<file path="config.mk">
export PLATFORM = sky130hd
export DESIGN_NAME = tick_sched_flat
export DESIGN_NICKNAME = d
export VERILOG_FILES = /design/src/rtl/tick_sched_if.sv /design/src/rtl/tick_sched.sv /design/src/flat_wrapper.sv
export SDC_FILE = /design/constraint.sdc
export NUM_CORES = 1
export LEC_CHECK = 0
export CAP_MARGIN = 20
export CORE_MARGIN = 8
export CORE_UTILIZATION = 30
export CTS_CLUSTER_DIAMETER = 120
export CTS_CLUSTER_SIZE = 8
export DETAILED_ROUTE_END_ITERATION = 6
export GPL_TIMING_DRIVEN = 0
export PLACE_DENSITY_LB_ADDON = 0.1
export RECOVER_POWER = 25
export SETUP_SLACK_MARGIN = 0.15
export SLEW_MARGIN = 40
export SYNTH_ARGS = -nofsm -noshare
export SYNTH_HDL_FRONTEND = slang
export SYNTH_SLANG_ARGS = --single-unit
</file>
<file path="constraint.sdc">
create_clock -name i_clk -period 2.44 [get_ports i_clk]
set_input_delay 0.488 -clock i_clk [delete_from_list [all_inputs] [get_ports i_clk]]
set_output_delay 0.488 -clock i_clk [all_outputs]
set_load 0.01 [all_outputs]
</file>
<file path="src/rtl/tick_sched_if.sv">
// rtl/tick_sched_if.sv - arm command and expiry event handshake bundle for tick_sched
interface tick_sched_if #(
  parameter int N_CH  = 4,
  parameter int CH_W  = 2,
  parameter int CNT_W = 16
);
  logic             i_arm;
  logic [CH_W-1:0]  i_arm_ch;
  logic [CNT_W-1:0] i_arm_cnt;
  logic             i_arm_per;
  logic             o_exp_valid;
  logic [CH_W-1:0]  o_exp_ch;
  logic             i_exp_ready;

  modport master (
    output i_arm, i_arm_ch, i_arm_cnt, i_arm_per, i_exp_ready,
    input  o_exp_valid, o_exp_ch
  );

  modport slave (
    input  i_arm, i_arm_ch, i_arm_cnt, i_arm_per, i_exp_ready,
    output o_exp_valid, o_exp_ch
  );
endinterface

</file>
<file path="src/rtl/tick_sched.sv">
// rtl/tick_sched.sv - multi-channel tick countdown scheduler with round-robin expiry reporting
module tick_sched #(
  parameter int N_CH  = 4,
  parameter int CH_W  = 2,
  parameter int CNT_W = 16
) (
  input  logic            i_clk,
  input  logic            i_rst_n,
  input  logic            i_stb,
  tick_sched_if.slave     bus,
  output logic [N_CH-1:0] o_active,
  output logic [N_CH-1:0] o_ovr
);

  logic [CNT_W-1:0] cnt     [N_CH];
  logic [CNT_W-1:0] per_val [N_CH];
  logic [N_CH-1:0]  periodic, active, pending, ovr;
  logic [CH_W-1:0]  last;
  logic             exp_valid;
  logic [CH_W-1:0]  exp_ch;

  logic [N_CH-1:0]  arm_hit, expire, cand, consume;
  logic             load_en, found;
  logic [CH_W-1:0]  sel;

  always_comb begin
    arm_hit = '0;
    expire  = '0;
    consume = '0;
    found   = 1'b0;
    sel     = '0;
    load_en = !exp_valid || bus.i_exp_ready;
    for (int i = 0; i < N_CH; i++) begin
      arm_hit[i] = bus.i_arm && (int'(bus.i_arm_ch) == i);
      expire[i]  = i_stb && active[i] && !arm_hit[i] && (cnt[i] == CNT_W'(1));
    end
    // An arm on this edge cancels the channel's pending event, so it must not be picked.
    cand = pending & ~arm_hit;
    for (int k = 1; k <= N_CH; k++) begin
      if (!found && cand[(int'(last) + k) % N_CH]) begin
        found = 1'b1;
        sel   = CH_W'((int'(last) + k) % N_CH);
      end
    end
    for (int i = 0; i < N_CH; i++) begin
      consume[i] = load_en && found && (int'(sel) == i);
    end
  end

  always_ff @(posedge i_clk or negedge i_rst_n) begin
    if (!i_rst_n) begin
      for (int i = 0; i < N_CH; i++) begin
        cnt[i]     <= '0;
        per_val[i] <= '0;
      end
      periodic  <= '0;
      active    <= '0;
      pending   <= '0;
      ovr       <= '0;
      exp_valid <= 1'b0;
      exp_ch    <= '0;
      last      <= CH_W'(N_CH - 1);
    end else begin
      for (int i = 0; i < N_CH; i++) begin
        if (arm_hit[i]) begin
          if (bus.i_arm_cnt != '0) begin
            cnt[i]      <= bus.i_arm_cnt;
            per_val[i]  <= bus.i_arm_cnt;
            periodic[i] <= bus.i_arm_per;
            active[i]   <= 1'b1;
          end else begin
            cnt[i]    <= '0;
            active[i] <= 1'b0;
          end
          pending[i] <= 1'b0;
          ovr[i]     <= 1'b0;
        end else begin
          if (i_stb && active[i]) begin
            if (cnt[i] > CNT_W'(1)) begin
              cnt[i] <= cnt[i] - CNT_W'(1);
            end else if (periodic[i]) begin
              cnt[i] <= per_val[i];
            end else begin
              cnt[i]    <= '0;
              active[i] <= 1'b0;
            end
          end
          // A fresh expiry outranks consumption of the previous one on the same edge.
          if (expire[i]) begin
            pending[i] <= 1'b1;
            if (pending[i] && !consume[i]) ovr[i] <= 1'b1;
          end else if (consume[i]) begin
            pending[i] <= 1'b0;
          end
        end
      end
      if (load_en) begin
        exp_valid <= found;
        if (found) begin
          exp_ch <= sel;
          last   <= sel;
        end
      end
    end
  end

  assign bus.o_exp_valid = exp_valid;
  assign bus.o_exp_ch    = exp_ch;
  assign o_active        = active;
  assign o_ovr           = ovr;

endmodule

</file>
<file path="src/flat_wrapper.sv">
// flat-port wrapper written by rule: the top's interface ports become plain ports
module tick_sched_flat 
#(
  parameter int N_CH  = 4,
  parameter int CH_W  = 2,
  parameter int CNT_W = 16
)
  (i_clk, i_rst_n, i_stb, o_active, o_ovr, bus_i_arm, bus_i_arm_ch, bus_i_arm_cnt, bus_i_arm_per, bus_i_exp_ready, bus_o_exp_valid, bus_o_exp_ch);
  tick_sched_if #(.N_CH(N_CH), .CH_W(CH_W), .CNT_W(CNT_W)) bus_i ();
  input  logic i_clk;
  input  logic i_rst_n;
  input  logic i_stb;
  output logic [N_CH-1:0] o_active;
  output logic [N_CH-1:0] o_ovr;
  input wire logic [$bits(bus_i.i_arm)-1:0] bus_i_arm;
  input wire logic [$bits(bus_i.i_arm_ch)-1:0] bus_i_arm_ch;
  input wire logic [$bits(bus_i.i_arm_cnt)-1:0] bus_i_arm_cnt;
  input wire logic [$bits(bus_i.i_arm_per)-1:0] bus_i_arm_per;
  input wire logic [$bits(bus_i.i_exp_ready)-1:0] bus_i_exp_ready;
  output wire logic [$bits(bus_i.o_exp_valid)-1:0] bus_o_exp_valid;
  output wire logic [$bits(bus_i.o_exp_ch)-1:0] bus_o_exp_ch;
  assign bus_i.i_arm = bus_i_arm;
  assign bus_i.i_arm_ch = bus_i_arm_ch;
  assign bus_i.i_arm_cnt = bus_i_arm_cnt;
  assign bus_i.i_arm_per = bus_i_arm_per;
  assign bus_i.i_exp_ready = bus_i_exp_ready;
  assign bus_o_exp_valid = bus_i.o_exp_valid;
  assign bus_o_exp_ch = bus_i.o_exp_ch;
  tick_sched #(.N_CH(N_CH), .CH_W(CH_W), .CNT_W(CNT_W)) u_core (.i_clk(i_clk), .i_rst_n(i_rst_n), .i_stb(i_stb), .bus(bus_i), .o_active(o_active), .o_ovr(o_ovr));
endmodule
</file>
## Word level (Yosys, flattened, before mapping)

Index checks and enable logic that the tools add are counted.

- Add/sub/neg operators: 8
- $lt $le $gt $ge: 8
- Equal/unequal tests: 18
- Muxes and demuxes: 78
- Bitwise gates (word level): 6
- Reductions and logical operators: 77

Operators with widths:

| kind | count |
|---|---|
| two-way mux 16 bit | 17 |
| == test 16 x 1 -> 1 bit, second input constant | 4 |
| greater-than comparator 16 x 1 -> 1 bit, second input constant | 4 |
| subtractor 16 x 1 -> 16 bit, second input constant | 4 |
| two-way mux 1 bit | 53 |
| logical AND 1 bit | 28 |
| nonzero test 2 bit | 12 |
| AND reduction 2 bit | 9 |
| < comparator 3 x 4 -> 1 bit, second input constant | 4 |
| nonzero test 16 bit | 1 |
| logical NOT 1 bit | 12 |
| AND reduction 3 bit | 4 |
| nonzero test 3 bit | 4 |
| binary-select mux 1 bit (select 2 bit) | 4 |
| == test 2 bit, second input constant | 4 |
| two-way mux 2 bit | 4 |
| inequality test 2 x 1 -> 1 bit, second input constant | 4 |
| inequality test 2 bit, second input constant | 4 |
| OR reduction 2 bit | 4 |
| adder 2 x 1 -> 2 bit, second input constant | 2 |
| adder 2 bit, second input constant | 2 |
| AND 1 bit, first input constant | 4 |
| AND 4 bit | 1 |
| == test 2 x 1 -> 1 bit, second input constant | 2 |
| other kinds (3) | 4 |

- Register bits: 149
- Output and inout port bits: 11
- Logic and storage cells: 222

## Logic depth before layout (Yosys ltp)

- Depth after elaboration: 24
- Gate-level depth with buffers: 9
- Depth with buffers taken out: 8

## Worst setup path after synthesis

OpenSTA, ideal clock, no wires.

- Path type: register to register
- From: register u_core.cnt[26] in the netlist's numbering
- To: register u_core.cnt[29] in the netlist's numbering
- Arrival: 2.181 ns
- Data required time: 2.310 ns
- Setup slack: 0.130 ns
- Stages on the path, launching flop included: 8
- Buffers on the path: 1
- Path through: dfrtp_1 or4_4 or4_4 nor3_4 buf_6 a21oi_1 a311oi_1 o31ai_1

- Longest elaborated chain between the ends: 4

RTL lines:

| what | RTL line | RTL |
|---|---|---|
| from (decl) | tick_sched.sv:15 | `logic [CNT_W-1:0] cnt [N_CH];` |
| from (signal, indexed assignment) | tick_sched.sv:67 | `cnt[i] <= bus.i_arm_cnt;` |
| from (signal, indexed assignment) | tick_sched.sv:80 | `cnt[i] <= cnt[i] - CNT_W'(1);` |
| from (signal, indexed assignment) | tick_sched.sv:82 | `cnt[i] <= per_val[i];` |
| subtractor 16 x 1 -> 16 bit or greater-than comparator 16 x 1 -> 1 bit (tied branches) | tick_sched.sv:80, tick_sched.sv:79 |  |
| two-way mux 16 bit * | tick_sched.sv:79 | `if (cnt[i] > CNT_W'(1)) begin` |
| two-way mux 16 bit * | tick_sched.sv:78 | `if (i_stb && active[i]) begin` |
| two-way mux 16 bit * | tick_sched.sv:65 | `if (arm_hit[i]) begin` |

Every way passes the cells marked *; elsewhere a longest branch is shown, timed or not. The select of a mux whose other input is x is not followed.
A chain may end at the register's enable or synchronous reset.

## Worst setup path after layout

- From: register u_core.cnt[26] in the netlist's numbering
- To: register u_core.cnt[23] in the netlist's numbering

- Longest elaborated chain between the ends: 4

RTL lines:

| what | RTL line |
|---|---|
| greater-than comparator 16 x 1 -> 1 bit | tick_sched.sv:79 |
| two-way mux 16 bit | tick_sched.sv:79 |
| two-way mux 16 bit | tick_sched.sv:78 |
| two-way mux 16 bit | tick_sched.sv:65 |

Every way passes these cells. The select of a mux whose other input is x is not followed.

==> key figures <==
Synthesis
  – Distinct cells, synth: 66
  – Synth top area share: 0.452
  – Seq/Total Area, Yosys: 0.459
  – Most common cell in the synthesized netlist: nand2_1
  – Ys flop type: dfrtp_1
  – Syn Nets: 1,002
  – Avg Cell Area, Syn: 8.39 sq um
  – Post-Synthesis Cells: 970
  – Synth top cells by count: 267 x nand2_1, 147 x dfrtp_1, 91 x nor2_1
  – Mapped cell area: 0.00814 sq mm
  – Synth Register Bits: 149
  – Number of synthesized flops with an enable pin: 0
  – Ranking of synthesized cells by area: dfrtp_1 45%, nand2_1 12%, nor2_1 4.2%, a31oi_1 2.9%, xor2_1 2.9%
  – Ys Warns: 0
  – Async SR Flop Fraction: 1.00
  – Cell accounting for the most synthesized area: dfrtp_1

CTS
  – CTS tree: built
  – Maximum root-to-sink buffer count: 2
  – Clk Latency, worst-skew pair: 0.44 ns
  – H-Tree Depth: 4
  – Clock sink total: 149
  – TritonCTS buffer count: 17
  – Worst-path clk slew: 0.08 ns
  – Clock root cell: clkbuf_16

Worst setup path
  – WP data arrival: 2.72 ns
  – Critical path, cell by cell: or4_4 -> or4_4 -> nor3_4 -> buf_6 -> buf_8 -> buf_6 -> nand2_2 -> o211ai_1 -> a31oi_1
  – CP Class: reg -> reg
  – WP data required: 2.72 ns
  – R2r endpoint: u_core.cnt[23]
  – Slowest cell on crit path: or4_4
  – Startpoint types: register
  – Worst Path Max Fanout: 6
  – Critical path endpoint: u_core.cnt[23]
  – Worst-case reg-to-reg path depth: 9
  – Register-to-register setup slack: 0.006 ns
  – Max stage delay on crit path: 0.54 ns
  – Critical path endpoint category: register
  – Critical Path Source: u_core.cnt[26]
  – R2r startpoint: u_core.cnt[26]

Layout
  – Fin area: 0.0104 sq mm
  – # nets final: 1,098
  – Fill cells: 2,734
  – Layout cells sized above 1: 0.190
  – Layout Cells excl Fill: 1,420
  – Area growth, synth to finish: 27.3%
  – Final core utilization: 0.387
  – Antenna diode count: 0

Placement
  – RD Place Congestion: 0.814
  – Detailed placement HPWL: 18,500 um
  – Placed Area: 0.00895 sq mm
  – Port buffer count: 32
  – Placed insts: 1,345
  – Setup WS pre-CTS: -1.12 ns

Global routing
  – Initial antenna violation count: 0
  – Largest net degree at the start of global routing: 67
  – Total GRT Usage: 0.173
  – Overflow left after global routing: 0
  – Global-route wire length before repair: 44,500 um
  – Vias in the first global route: 7,401

Timing
  – RSZ-0062 raised after global routing: yes
  – Skew final: 0.0142 ns
  – Setup violations, final: 0
  – Fin crit share: 0.997
  – Slew headroom: 0.381
  – Fmax: 411 MHz
  – Min Tclk post-route: 2.43 ns
  – Worst-Margin Slew: 0.929 ns
  – Final Hold Fails: 0
  – Max Slew Vio Count: 0
  – Worst Setup Slack, final: 0.00632 ns

Power
  – Pwr dens: 855 mW/mm^2
  – Leak Pwr: 4.54 nW
  – Power consumption: 8.85 mW
  – Peak supply drop: 0.426 mV

Hold path
  – HP Start: u_core.per_val[13]
  – Hold Path Class: reg -> reg

Floorplanning
  – DIE HEIGHT: 181 um
  – # IOs: 35
  – Die Width: 181 um
  – Number of cell rows: 60
  – Starting Density: 0.304
  – Die area: 0.0326 sq mm
  – Core area: 0.0268 sq mm

Route
  – DR WL/cell: 20.1 um
  – Routed Wire Length: 28,500 um
  – Initial DRC count: 658
  – Vias: 7,678
  – First-pass iteration count of the detailed router: 7
  – Drt via density: 5.41
  – Remaining antenna violation count: 0
  – # DRC: 0

Flow run
  – MaxCap Viol Count: 0

Status
  – Run status: completed
==> placed cells by master (no fill, tap or decap), drive strengths merged, types with 6 or more instances in the layout <==
master	instances
o21ai	45
dlygate4sd2	7
nand4	11
and3	22
xor2	27
a31oi	38
a21oi	29
a41oi	6
nor3	26
nand3b	6
clkdlybuf4s50	14
xnor2	18
nand2	267
ha	8
nand3	18
or4	7
o211ai	15
clkbuf	68
buf	57
nor2	91
inv	16
o31ai	13
nor4	19
a22oi	16
nand2b	7
dfrtp	147
==> worst max-delay path, delay by kind of cell (launching register included) <==
kind	cells	cell delay (ns)
AO/OA/AOI/OAI	2	0.18
buffers and inverters	3	0.40
flip-flops	1	0.39
AND/OR/NAND/NOR	4	1.29
==> timing repair <==
action                                  4_1_cts  5_1_grt
gates resized for setup                      90      118
setup buffers                                16       20
endpoints found under the setup margin      137       83
hold buffers                                  1        0
pin swaps                                    15       29
gates cloned                                  3        3
hold endpoints to repair                     30        0
==> report_power, final <==
group	internal [mW]	leakage (nW)	switching (mW)	total [mW]
clock network	1.51	0.280	1.21	2.71
logic	1.11	2.44	1.30	2.41
registers	3.03	1.83	0.701	3.73
total	5.64	4.54	3.21	8.85
==> cell families (layout without fill, tap and decap cells) <==
logic type	after synthesis	after routing	share of synthesized area
flops	149	149	0.459
xor+xnor	45	45	0.0484
compound gates	203	203	0.165
fa+ha+maj	8	8	0.0123
buf+inv	61	170	0.0317
simple gates	499	499	0.277
mux	5	5	0.00661
==> state kept, by name (all words and copies together), names as in the netlist <==
name,count
u_core.bus.o_exp_ch,2
u_core.last,2
u_core.o_ovr,4
u_core.cnt,64
u_core.o_active,4
u_core.bus.o_exp_valid,1
u_core.periodic,4
u_core.pending,4
u_core.per_val,64
==> per-stage QoR <==
stage               hold WS, ns  setup TNS (ns)
floorplan                 0.192               0
global placement          0.454         -959.97
detailed placement        0.379          -97.52
CTS                       0.456               0
global route              0.478          -0.666
finish                    0.476               0
==> per-layer routing <==
metal / routed length, um / global-route usage / vias to the layer above / share of wire
li1: - / - / 3623 / -
met3: 1190 / 0.0268 / 41 / 0.042
met5: 0 / 0 / - / 0
met4: 705 / 0.0585 / 0 / 0.025
met2: 12500 / 0.258 / 205 / 0.44
met1: 14100 / 0.249 / 3809 / 0.49
==> worst min path at each step <==
stage                             end  cells past startpoint
2_1_floorplan  u_core.bus.o_exp_ch[0]                      0
3_3_place_gp       u_core.per_val[36]                      2
3_5_place_dp           u_core.cnt[10]                      1
4_1_cts            u_core.per_val[47]                      3
5_1_grt            u_core.per_val[47]                      3
6_report               u_core.cnt[13]                      2
==> final cells by class <==
class	count	area [sq um]	share of cell area
repair buffers	77	663	0.0640
flip-flops and latches	149	3740	0.361
multi-input cells	760	4600	0.444
clock buffers	20	467	0.0451
well taps	341	427	0.0412
inverters	11	41.3	0.00399
clock inverters	12	119	0.0115
plain buffers	50	302	0.0291
(Power assumes the default switching activity.)
==> edit: new RTL, same settings <==
`CH_W` is set to 2 in 3 places; all go to 4.
--- a/src/rtl/tick_sched_if.sv
+++ b/src/rtl/tick_sched_if.sv
@@ -2,5 +2,5 @@
 interface tick_sched_if #(
   parameter int N_CH  = 4,
-  parameter int CH_W  = 2,
+  parameter int CH_W  = 4,
   parameter int CNT_W = 16
 );
--- a/src/rtl/tick_sched.sv
+++ b/src/rtl/tick_sched.sv
@@ -2,5 +2,5 @@
 module tick_sched #(
   parameter int N_CH  = 4,
-  parameter int CH_W  = 2,
+  parameter int CH_W  = 4,
   parameter int CNT_W = 16
 ) (
--- a/src/flat_wrapper.sv
+++ b/src/flat_wrapper.sv
@@ -3,5 +3,5 @@
 #(
   parameter int N_CH  = 4,
-  parameter int CH_W  = 2,
+  parameter int CH_W  = 4,
   parameter int CNT_W = 16
 )
Ports: changed (resized bus_i_arm_ch and bus_o_exp_ch); port bits go from 35 to 39. The function was not compared with the original's and may differ.
==> edit against the original RTL <==
Global-route usage increased by 0.37 points; sequential cell count unchanged; wire length shrank 0.14%; design area decreased by 5.8%; area after synthesis shrank 0.86%; sequential power rose by 11%; cell count shrank 3.8%; count of clock-buffer cells in the layout stayed put; power rose by 5.0%; worst setup slack improved by 240 ps; utilization fell by 2.0 points; critical endpoint is now u_core.o_ovr[0]; largest power group unchanged.
==> edit: results (changes against the original RTL) <==
** Place
- DP HPWL :: 19130 um (+3.4%)
- The final weighted congestion in routability-driven placement is 0.8263 (+1.5%).

** Finish
- Proportion of layout cells with a drive suffix above 1 :: 12.78% (-6.2 points)
- The number of fill cells was 2747 (+0.48%).
- The final-stage net count was 1046 (-4.7%).

** GRT
- Met1 Usage GRT :: 24.14% (-0.72 points)
- Maximum number of pins on one net before global-route repair :: 44 (-34%)
- The global-route wire length before repair came to 45040 um (+1.1%).
- The number of global-route vias before repair came to 7477 (+1.0%).
- The met2 capacity usage during global routing is 28.08% (+2.3 points).

** Synthesis
- Sequential cell area fraction in the yosys report :: 46.26% (+0.40 points)
- Mux cell area share after synthesis :: 0.2637% (-0.40 points)
- By area the synthesized netlist is led by sky130_fd_sc_hd__dfrtp_1 (46%), sky130_fd_sc_hd__nand2_1 (11%), sky130_fd_sc_hd__nor2_1 (4.0%), sky130_fd_sc_hd__o21ai_0 (3.1%), sky130_fd_sc_hd__a31oi_1 (2.5%).
- Most instantiated cells after synthesis :: sky130_fd_sc_hd__nand2_1 (235), sky130_fd_sc_hd__dfrtp_1 (147), sky130_fd_sc_hd__nor2_1 (87)
- Adder-cell area share of the yosys netlist :: 1.241% (+0.011 points)
- The complex-gate fraction of the synthesized area is 18.57% (+2.0 points).

** Outcome
- Outcome :: completed

** Critical path
- CP max FO :: 5 (-1)
- Cell at the slowest stage of the critical path :: sky130_fd_sc_hd__dlygate4sd2_1
- Number of cell instances on the worst register-to-register path :: 8 (-1)

** Timing
- The post-route clock skew is 8.890 ps (-5.323 ps).
- Worst slew pin tran :: 960.3 ps (+31.27 ps)

** Drt
- Number of DRC markers in iteration 0 :: 718 (+9.1%)
- Total routed wirelength :: 28450 um (-0.14%)

** Power
- The worst voltage drop across the vdd grid came to 459.3 uV (+7.7%).
- Leakage :: 0.004234 uW (-6.8%)
## edit: per-layer routing
metal,part of all wire [%],vias up
li1,-,3505
met1,49,3669
met2,46,152
met3,2.7,31
met4,2.1,0
met5,0,-
## edit: repair_timing
| item | CTS | global route |
|---|---|---|
| gates resized for setup | 58 | 35 |
| buffers inserted | 7 | 5 |
| pin swaps | 3 | 3 |
| hold buffers | 1 | 0 |
| setup endpoints to repair | 129 | 55 |
| endpoints found under the hold margin | 34 | 0 |
## edit: critical path, delay by kind of cell
kind | cells | cell delay (ps)
AND/OR/NAND/NOR | 3 | 660
buffers and inverters | 4 | 680
AO/OA/AOI/OAI | 3 | 670
## edit: path summary, 6_finish.rpt
path / from / to / slack [ps]
min in group asynchronous: i_rst_n / u_core.per_val[50] / 750
worst max register to register: u_core.cnt[4] / u_core.cnt[15] / 260
worst min-delay path: u_core.per_val[49] / u_core.per_val[49] / 470
worst max-delay path: bus_i_arm_ch[2] / u_core.o_ovr[0] / 250
max in group asynchronous: i_rst_n / u_core.last[1] / 340
worst min register to register: u_core.per_val[49] / u_core.per_val[49] / 470
## edit: cell type report
type	instances	area share, %
flip-flops and latches	149	38.25
well taps	341	4.374
clock inverters	12	1.090
inverters	14	0.5387
clock buffers	20	4.682
multi-input cells	731	43.86
repair buffers	45	4.464
plain buffers	54	2.745
## edit: stage by stage
step	cell area, sq um	hold slack [ps]	util, %	setup WS, ps	cells
2_1_floorplan	8069	192.4	-	409.2	948
3_3_place_gp	8786	452.9	32.97	-5906	1318
3_5_place_dp	8859	376.5	33.24	-909.4	1321
4_1_cts	9609	475.3	36.06	156.5	1361
5_1_grt	9754	490.9	36.60	78.16	1366
6_report	9754	473.7	36.60	248.2	1366
## edit: cell families after synthesis
logic type               count (synthesis)
AO/OA/AOI/OAI                          224
XOR/XNOR                                36
adder cells (fa/ha/maj)                  8
buffers and inverters                   68
flip-flops                             149
multiplexers                             2
other                                    1
AND/OR/NAND/NOR                        459
## edit: power by group through the flow
stage	clock network, uW	logic [uW]	registers, uW
floorplan	0	1820	3840
global placement	0	2430	4060
detailed placement	0	2470	4040
CTS	2630	2510	4040
global route	2740	2920	4260
finish	2580	2570	4150
